===== src/rtl/decode_control_pipe.sv =====
// -----------------------------------------------------------------------------
// decode_control_pipe
//
// Decodes the ID-stage opcode into the MIPS control set. The control bits then
// travel through the ID/EX, EX/MEM and MEM/WB control registers.
//
// The block also does the following:
//   - detects load-use hazards and inserts a bubble for each one;
//   - honours a global stall, which freezes every stage;
//   - honours a branch flush, which squashes the ID instruction;
//   - counts bubbles from hazards and flushes in a saturating counter.
//
// Optional feature macro: DECODE_EXT_EN
//   When defined, addi (001000) and j (000010) decode, and ex_jump is a real
//   ID/EX register bit. When undefined, both opcodes are illegal and ex_jump
//   is tied to 0.
//
// Ports
//   clk, rst_n              rising-edge clock, asynchronous active-low reset
//   id_valid                ID instruction valid
//   id_opcode               instr[31:26]
//   id_rs, id_rt, id_rd     instr register fields
//   stall                   global freeze; every stage holds
//   flush                   branch taken; the ID instruction becomes a bubble
//   hazard_stall            comb; upstream holds PC and IF/ID while this is 1
//   illegal_op              comb; id_valid with an undecoded opcode
//   ex_ctrl                 ID/EX {RegDst,ALUSrc,ALUOp1,ALUOp0}
//   ex_dest                 ID/EX destination (rd if RegDst, else rt)
//   ex_jump                 ID/EX jump bit
//   mem_ctrl                EX/MEM {Branch,MemRead,MemWrite}
//   wb_ctrl                 MEM/WB {RegWrite,MemtoReg}
//   bubble_cnt              saturating count of hazard/flush bubbles
//
// Handshake: there is no ready/valid pair. id_valid qualifies the ID fields.
// While hazard_stall is 1, the ID instruction is not accepted and must be
// presented again. While stall is 1, nothing moves.
// -----------------------------------------------------------------------------
module decode_control_pipe #(
    parameter int REG_AW    = 5,
    parameter int ZERO_SKIP = 1,
    parameter int CNT_W     = 16
) (
    input  logic              clk,
    input  logic              rst_n,
    input  logic              id_valid,
    input  logic [5:0]        id_opcode,
    input  logic [REG_AW-1:0] id_rs,
    input  logic [REG_AW-1:0] id_rt,
    input  logic [REG_AW-1:0] id_rd,
    input  logic              stall,
    input  logic              flush,
    output logic              hazard_stall,
    output logic              illegal_op,
    output logic [3:0]        ex_ctrl,
    output logic [REG_AW-1:0] ex_dest,
    output logic              ex_jump,
    output logic [2:0]        mem_ctrl,
    output logic [1:0]        wb_ctrl,
    output logic [CNT_W-1:0]  bubble_cnt
);

    localparam logic [5:0] OP_R    = 6'b000000;
    localparam logic [5:0] OP_LW   = 6'b100011;
    localparam logic [5:0] OP_SW   = 6'b101011;
    localparam logic [5:0] OP_BEQ  = 6'b000100;
`ifdef DECODE_EXT_EN
    localparam logic [5:0] OP_ADDI = 6'b001000;
    localparam logic [5:0] OP_J    = 6'b000010;
`endif

    // Decoded control for the ID instruction.
    logic        w_regdst, w_alusrc, w_memtoreg, w_regwrite;
    logic        w_memread, w_memwrite, w_branch, w_aluop1, w_aluop0;
    logic        w_known;
`ifdef DECODE_EXT_EN
    logic        w_jump;
`endif

    // ID/EX registers
    logic [3:0]        r_idex_ex;
    logic [2:0]        r_idex_m;
    logic [1:0]        r_idex_wb;
    logic [REG_AW-1:0] r_idex_dest;
    logic [REG_AW-1:0] r_idex_rt;
`ifdef DECODE_EXT_EN
    logic              r_idex_jump;
`endif
    // EX/MEM registers
    logic [2:0]        r_exmem_m;
    logic [1:0]        r_exmem_wb;
    // MEM/WB register
    logic [1:0]        r_memwb_wb;
    logic [CNT_W-1:0]  r_bubble_cnt;

    logic              w_bubble;
    logic              w_count;
    logic              w_rt_hit;
    logic              w_zero_skip;

    always_comb begin
        w_regdst   = 1'b0;
        w_alusrc   = 1'b0;
        w_memtoreg = 1'b0;
        w_regwrite = 1'b0;
        w_memread  = 1'b0;
        w_memwrite = 1'b0;
        w_branch   = 1'b0;
        w_aluop1   = 1'b0;
        w_aluop0   = 1'b0;
        w_known    = 1'b1;
`ifdef DECODE_EXT_EN
        w_jump     = 1'b0;
`endif
        case (id_opcode)
            OP_R: begin
                w_regdst   = 1'b1;
                w_regwrite = 1'b1;
                w_aluop1   = 1'b1;
            end
            OP_LW: begin
                w_alusrc   = 1'b1;
                w_memtoreg = 1'b1;
                w_regwrite = 1'b1;
                w_memread  = 1'b1;
            end
            OP_SW: begin
                w_alusrc   = 1'b1;
                w_memwrite = 1'b1;
            end
            OP_BEQ: begin
                w_branch   = 1'b1;
                w_aluop0   = 1'b1;
            end
`ifdef DECODE_EXT_EN
            OP_ADDI: begin
                w_alusrc   = 1'b1;
                w_regwrite = 1'b1;
            end
            OP_J: begin
                w_jump     = 1'b1;
            end
`endif
            default: w_known = 1'b0;
        endcase
    end

    assign illegal_op = id_valid & ~w_known;

    // A load into register 0 never produces a value that anyone can use.
    // When ZERO_SKIP is set, such a load is not treated as a hazard.
    assign w_rt_hit     = (r_idex_rt == id_rs) | (r_idex_rt == id_rt);
    assign w_zero_skip  = (ZERO_SKIP != 0) && (r_idex_rt == '0);
    assign hazard_stall = id_valid & r_idex_m[1] & w_rt_hit & ~w_zero_skip;

    // A bubble enters ID/EX on flush, on a hazard, or when ID is empty.
    // Only flush and hazard bubbles are counted. When both happen together,
    // they count as one bubble.
    assign w_count  = flush | hazard_stall;
    assign w_bubble = w_count | ~id_valid;

    always_ff @(posedge clk or negedge rst_n) begin
        if (!rst_n) begin
            r_idex_ex    <= '0;
            r_idex_m     <= '0;
            r_idex_wb    <= '0;
            r_idex_dest  <= '0;
            r_idex_rt    <= '0;
            r_exmem_m    <= '0;
            r_exmem_wb   <= '0;
            r_memwb_wb   <= '0;
            r_bubble_cnt <= '0;
        end else if (!stall) begin
            if (w_bubble) begin
                r_idex_ex   <= '0;
                r_idex_m    <= '0;
                r_idex_wb   <= '0;
                r_idex_dest <= '0;
                r_idex_rt   <= '0;
            end else begin
                r_idex_ex   <= {w_regdst, w_alusrc, w_aluop1, w_aluop0};
                r_idex_m    <= {w_branch, w_memread, w_memwrite};
                r_idex_wb   <= {w_regwrite, w_memtoreg};
                r_idex_dest <= w_regdst ? id_rd : id_rt;
                r_idex_rt   <= id_rt;
            end
            if (w_count && (r_bubble_cnt != '1)) begin
                r_bubble_cnt <= r_bubble_cnt + 1'b1;
            end
            r_exmem_m  <= r_idex_m;
            r_exmem_wb <= r_idex_wb;
            r_memwb_wb <= r_exmem_wb;
        end
    end

`ifdef DECODE_EXT_EN
    always_ff @(posedge clk or negedge rst_n) begin
        if (!rst_n) begin
            r_idex_jump <= 1'b0;
        end else if (!stall) begin
            r_idex_jump <= w_bubble ? 1'b0 : w_jump;
        end
    end
    assign ex_jump = r_idex_jump;
`else
    assign ex_jump = 1'b0;
`endif

    assign ex_ctrl    = r_idex_ex;
    assign ex_dest    = r_idex_dest;
    assign mem_ctrl   = r_exmem_m;
    assign wb_ctrl    = r_memwb_wb;
    assign bubble_cnt = r_bubble_cnt;

endmodule


===== config.mk =====
export PLATFORM = sky130hd
export DESIGN_NAME = decode_control_pipe
export DESIGN_NICKNAME = d
export VERILOG_FILES = /design/src/rtl/decode_control_pipe.sv
export SDC_FILE = /design/constraint.sdc
export NUM_CORES = 1
export LEC_CHECK = 0
export ABC_AREA = 0
export CORE_UTILIZATION = 40
export CTS_BUF_LIST = sky130_fd_sc_hd__clkbuf_8 sky130_fd_sc_hd__clkbuf_16
export DETAILED_ROUTE_END_ITERATION = 8
export MAX_ROUTING_LAYER = met4
export PLACE_DENSITY_LB_ADDON = 0.08
export SKIP_CTS_REPAIR_TIMING = 1
export SYNTH_ARGS = -nofsm -noshare
export SYNTH_HDL_FRONTEND = slang
export SYNTH_SLANG_ARGS = --single-unit

===== constraint.sdc =====
create_clock -name clk -period 2.7 [get_ports clk]
set_input_delay 0.54 -clock clk [delete_from_list [all_inputs] [get_ports clk]]
set_output_delay 0.54 -clock clk [all_outputs]
set_load 0.05 [all_outputs]

==> impl_metrics.tcl <==
set metrics [dict create \
    nets 266 \
    initialDrtViolationCount 75 \
    syn_area_sq_um 1904 \
    wl_microns 4433 \
    core-area_sq_um 4474 \
    yosysSeqAreaShare_pct 49.93 \
    setup_tns_ns 0 \
    p_leak_nw 1.165 \
    synth_edf_count 0 \
    clk_latency_ns 0.28 \
    async_flop_share_pct 100.0 \
    drc 5 \
    dr.pass1.iters 8 \
    power_density_nw_per_um2 610.0 \
    finalCriticalPeriod_ns 2.579 \
    synth_fp_nets 204 \
    synth-compound-area-share_pct 10.38 \
    status "finished, violations left" \
    ys_top_cells_by_area "dfrtp_1 (50%), xor2_1 (6.4%), xnor2_1 (4.6%)" \
    yosysMostFrequentCell "dfrtp_1" \
    cp_max_fo 4 \
    p_total_mw 1.615 \
    worst_pin_slew_ns 0.8443 \
    netlist_instances 177 \
    cp.required_ns 2.16 \
    die_area_sq_um 5041 \
    synth_top_family_by_area "simple AND/OR/NAND/NOR gates" \
    maxSlewViolCount 0 \
    muxShareOfSynthArea_pct 7.293 \
    cts_tree "yes" \
    failed_checks "design-rule violations" \
    synth_top_area_share_pct 49.93 \
    grt_max_degree 39 \
    fin_worst_skew_ns 0.005207 \
    io-pin-count 59 \
    clkSinkCount 38 \
    vias_per_cell 5.291 \
    worstSetupEndpointType "output port" \
    path_clk_slew_ns 0.07 \
    synth_largest_area_cell "dfrtp_1" \
    gp_congestion 0.7970 \
    h-tree-depth 2 \
    arrival_ns 2.04 \
    cap_violations 0 \
    antenna_left 0 \
    ys_types 39 \
    grtUsageTotal_pct 19.86 \
    max_slew_margin_pct 43.71 \
    fmax_mhz 387.7 \
    hpwl_microns 3274 \
    antenna_found_initial 0 \
    drive_gt1_share_pct 12.50 \
    worstSetupStartpointType "input port" \
    area_delta_synth_final_pct 39.03 \
    synth-simple-area-share_pct 17.28 \
    hp-class "in -> async" \
    cts-root-buf "clkbuf_8" \
    clockBufferDepth 2 \
    syn_avg_cell_area_sq_um 10.76 \
    ys_dominant_reg_cell "dfrtp_1" \
    ys_seq_elements 38 \
    yosys.area_share.adder_pct 0.6570 \
    diodes 0 \
    die_h_microns 71 \
    num_rows 24 \
    post-route-period-util_pct 95.53 \
    grt_remaining_overflow 0 \
    initial_core_util_pct 42.56 \
    path_class "in -> out" \
    cts_buffers 5 \
    vdd_ir_drop_max_uv 495.3 \
    setup_violations 0 \
    grt_pass1_wl_microns 7424 \
    vias 1545 \
    rsz0062_at_grt "no" \
    synth_xor_area_share_pct 11.04 \
    wl_per_cell_microns 15.18 \
    first_global_vias 1541 \
    ys_warn_count 0 \
    io_buffers 57 \
    synth_common_cells "dfrtp_1 (38), nand2_1 (18), xor2_1 (14)" \
    hold_viol 0 \
    fp.dieW_microns 71 \
]
-- worst paths after layout --
| kind | from | endpoint | slack (ns) | cells past startpoint |
|---|---|---|---|---|
| min in group clk | r_idex_wb[1] | r_idex_wb[1] | 0.49 | 2 |
| worst min register to register | r_idex_wb[1] | r_idex_wb[1] | 0.49 | 2 |
| worst max-delay path | id_rt[4] | hazard_stall | 0.12 | 6 |
| max in group asynchronous | rst_n | bubble_cnt[3] | 1.81 | 1 |
| worst min-delay path | rst_n | r_idex_rt[0] | 0.36 | 1 |
| worst max register to register | bubble_cnt[0] | bubble_cnt[12] | 0.58 | 6 |
-- registers in the layout (all words and copies together) (netlist names) --
| register | count |
|---|---|
| ex_ctrl | 3 |
| mem_ctrl | 3 |
| ex_dest | 5 |
| r_idex_m | 2 |
| r_exmem_wb | 1 |
| r_idex_rt | 5 |
| bubble_cnt | 16 |
| r_idex_wb | 1 |
| wb_ctrl | 2 |
-- report_power, final --
part / switching, mW / total (mW) / internal, mW / leakage, nW
combinational: 0.288 / 0.472 / 0.184 / 0.590
clock: 0.187 / 0.456 / 0.269 / 0.0607
sequential: 0.0674 / 0.687 / 0.620 / 0.514
-- cell type report --
class / instances / area [sq um]
inverters: 4 / 15.01
multi-input cells: 127 / 892.1
well taps: 52 / 65.06
flip-flops and latches: 38 / 950.9
repair buffers: 63 / 618.1
clock buffers: 5 / 68.82
fillers: 391 / 1827
clock inverters: 3 / 37.54
-- stage by stage --
| step | instances | worst slack, ns | util, % | area [sq um] | hold slack [ns] |
|---|---|---|---|---|---|
| 5_1_grt | 292 | 0.05324 | 59.17 | 2648 | 0.4192 |
| 3_5_place_dp | 284 | 0.1267 | 56.80 | 2541 | 0.4752 |
| 2_1_floorplan | 177 | 0.4083 | - | 1904 | 0.2444 |
| 4_1_cts | 292 | 0.1039 | 59.17 | 2648 | 0.3815 |
| 6_report | 292 | 0.1206 | 59.17 | 2648 | 0.3616 |
| 3_3_place_gp | 284 | 0.1714 | 56.80 | 2541 | 0.4725 |
-- per-layer routing --
layer	part of all wire [%]	GRT usage, %	wire length [microns]	up-vias
met4	1.2	5.333	51	0
met3	4.2	4.843	186	7
li1	-	-	-	746
met5	0	-	0	-
met2	46	30.77	2037	38
met1	49	26.14	2158	754
-- cell families (layout without fill, tap and decap cells) --
kind of cell | Yosys count | count (layout)
simple gates | 62 | 62
buf+inv | 12 | 75
other cells | 1 | 1
flops | 38 | 38
xor+xnor | 24 | 24
compound gates | 26 | 26
fa+ha+maj | 1 | 1
mux | 13 | 13
-- cell usage in the layout (no fill, tap or decap), drive strengths merged, types with 2 or more instances in the layout --
cell / instances
clkdlybuf4s50: 54
dfrtp: 38
nand2: 18
xor2: 14
nor2: 12
xnor2: 10
nand3: 10
o21ai: 9
buf: 9
a22o: 7
mux2: 7
inv: 6
mux2i: 6
nand4: 5
clkbuf: 5
and3: 4
nor3: 3
nand3b: 2
a21oi: 2
o211ai: 2
or3: 2
-- critical path: stages --
cell and delay [ns]:
clkdlybuf4s50_1 0.50, xor2_1 0.19, nor3_1 0.23, a22oi_1 0.17, nor2_1 0.23, buf_12 0.17
(Power assumes the default switching activity.)
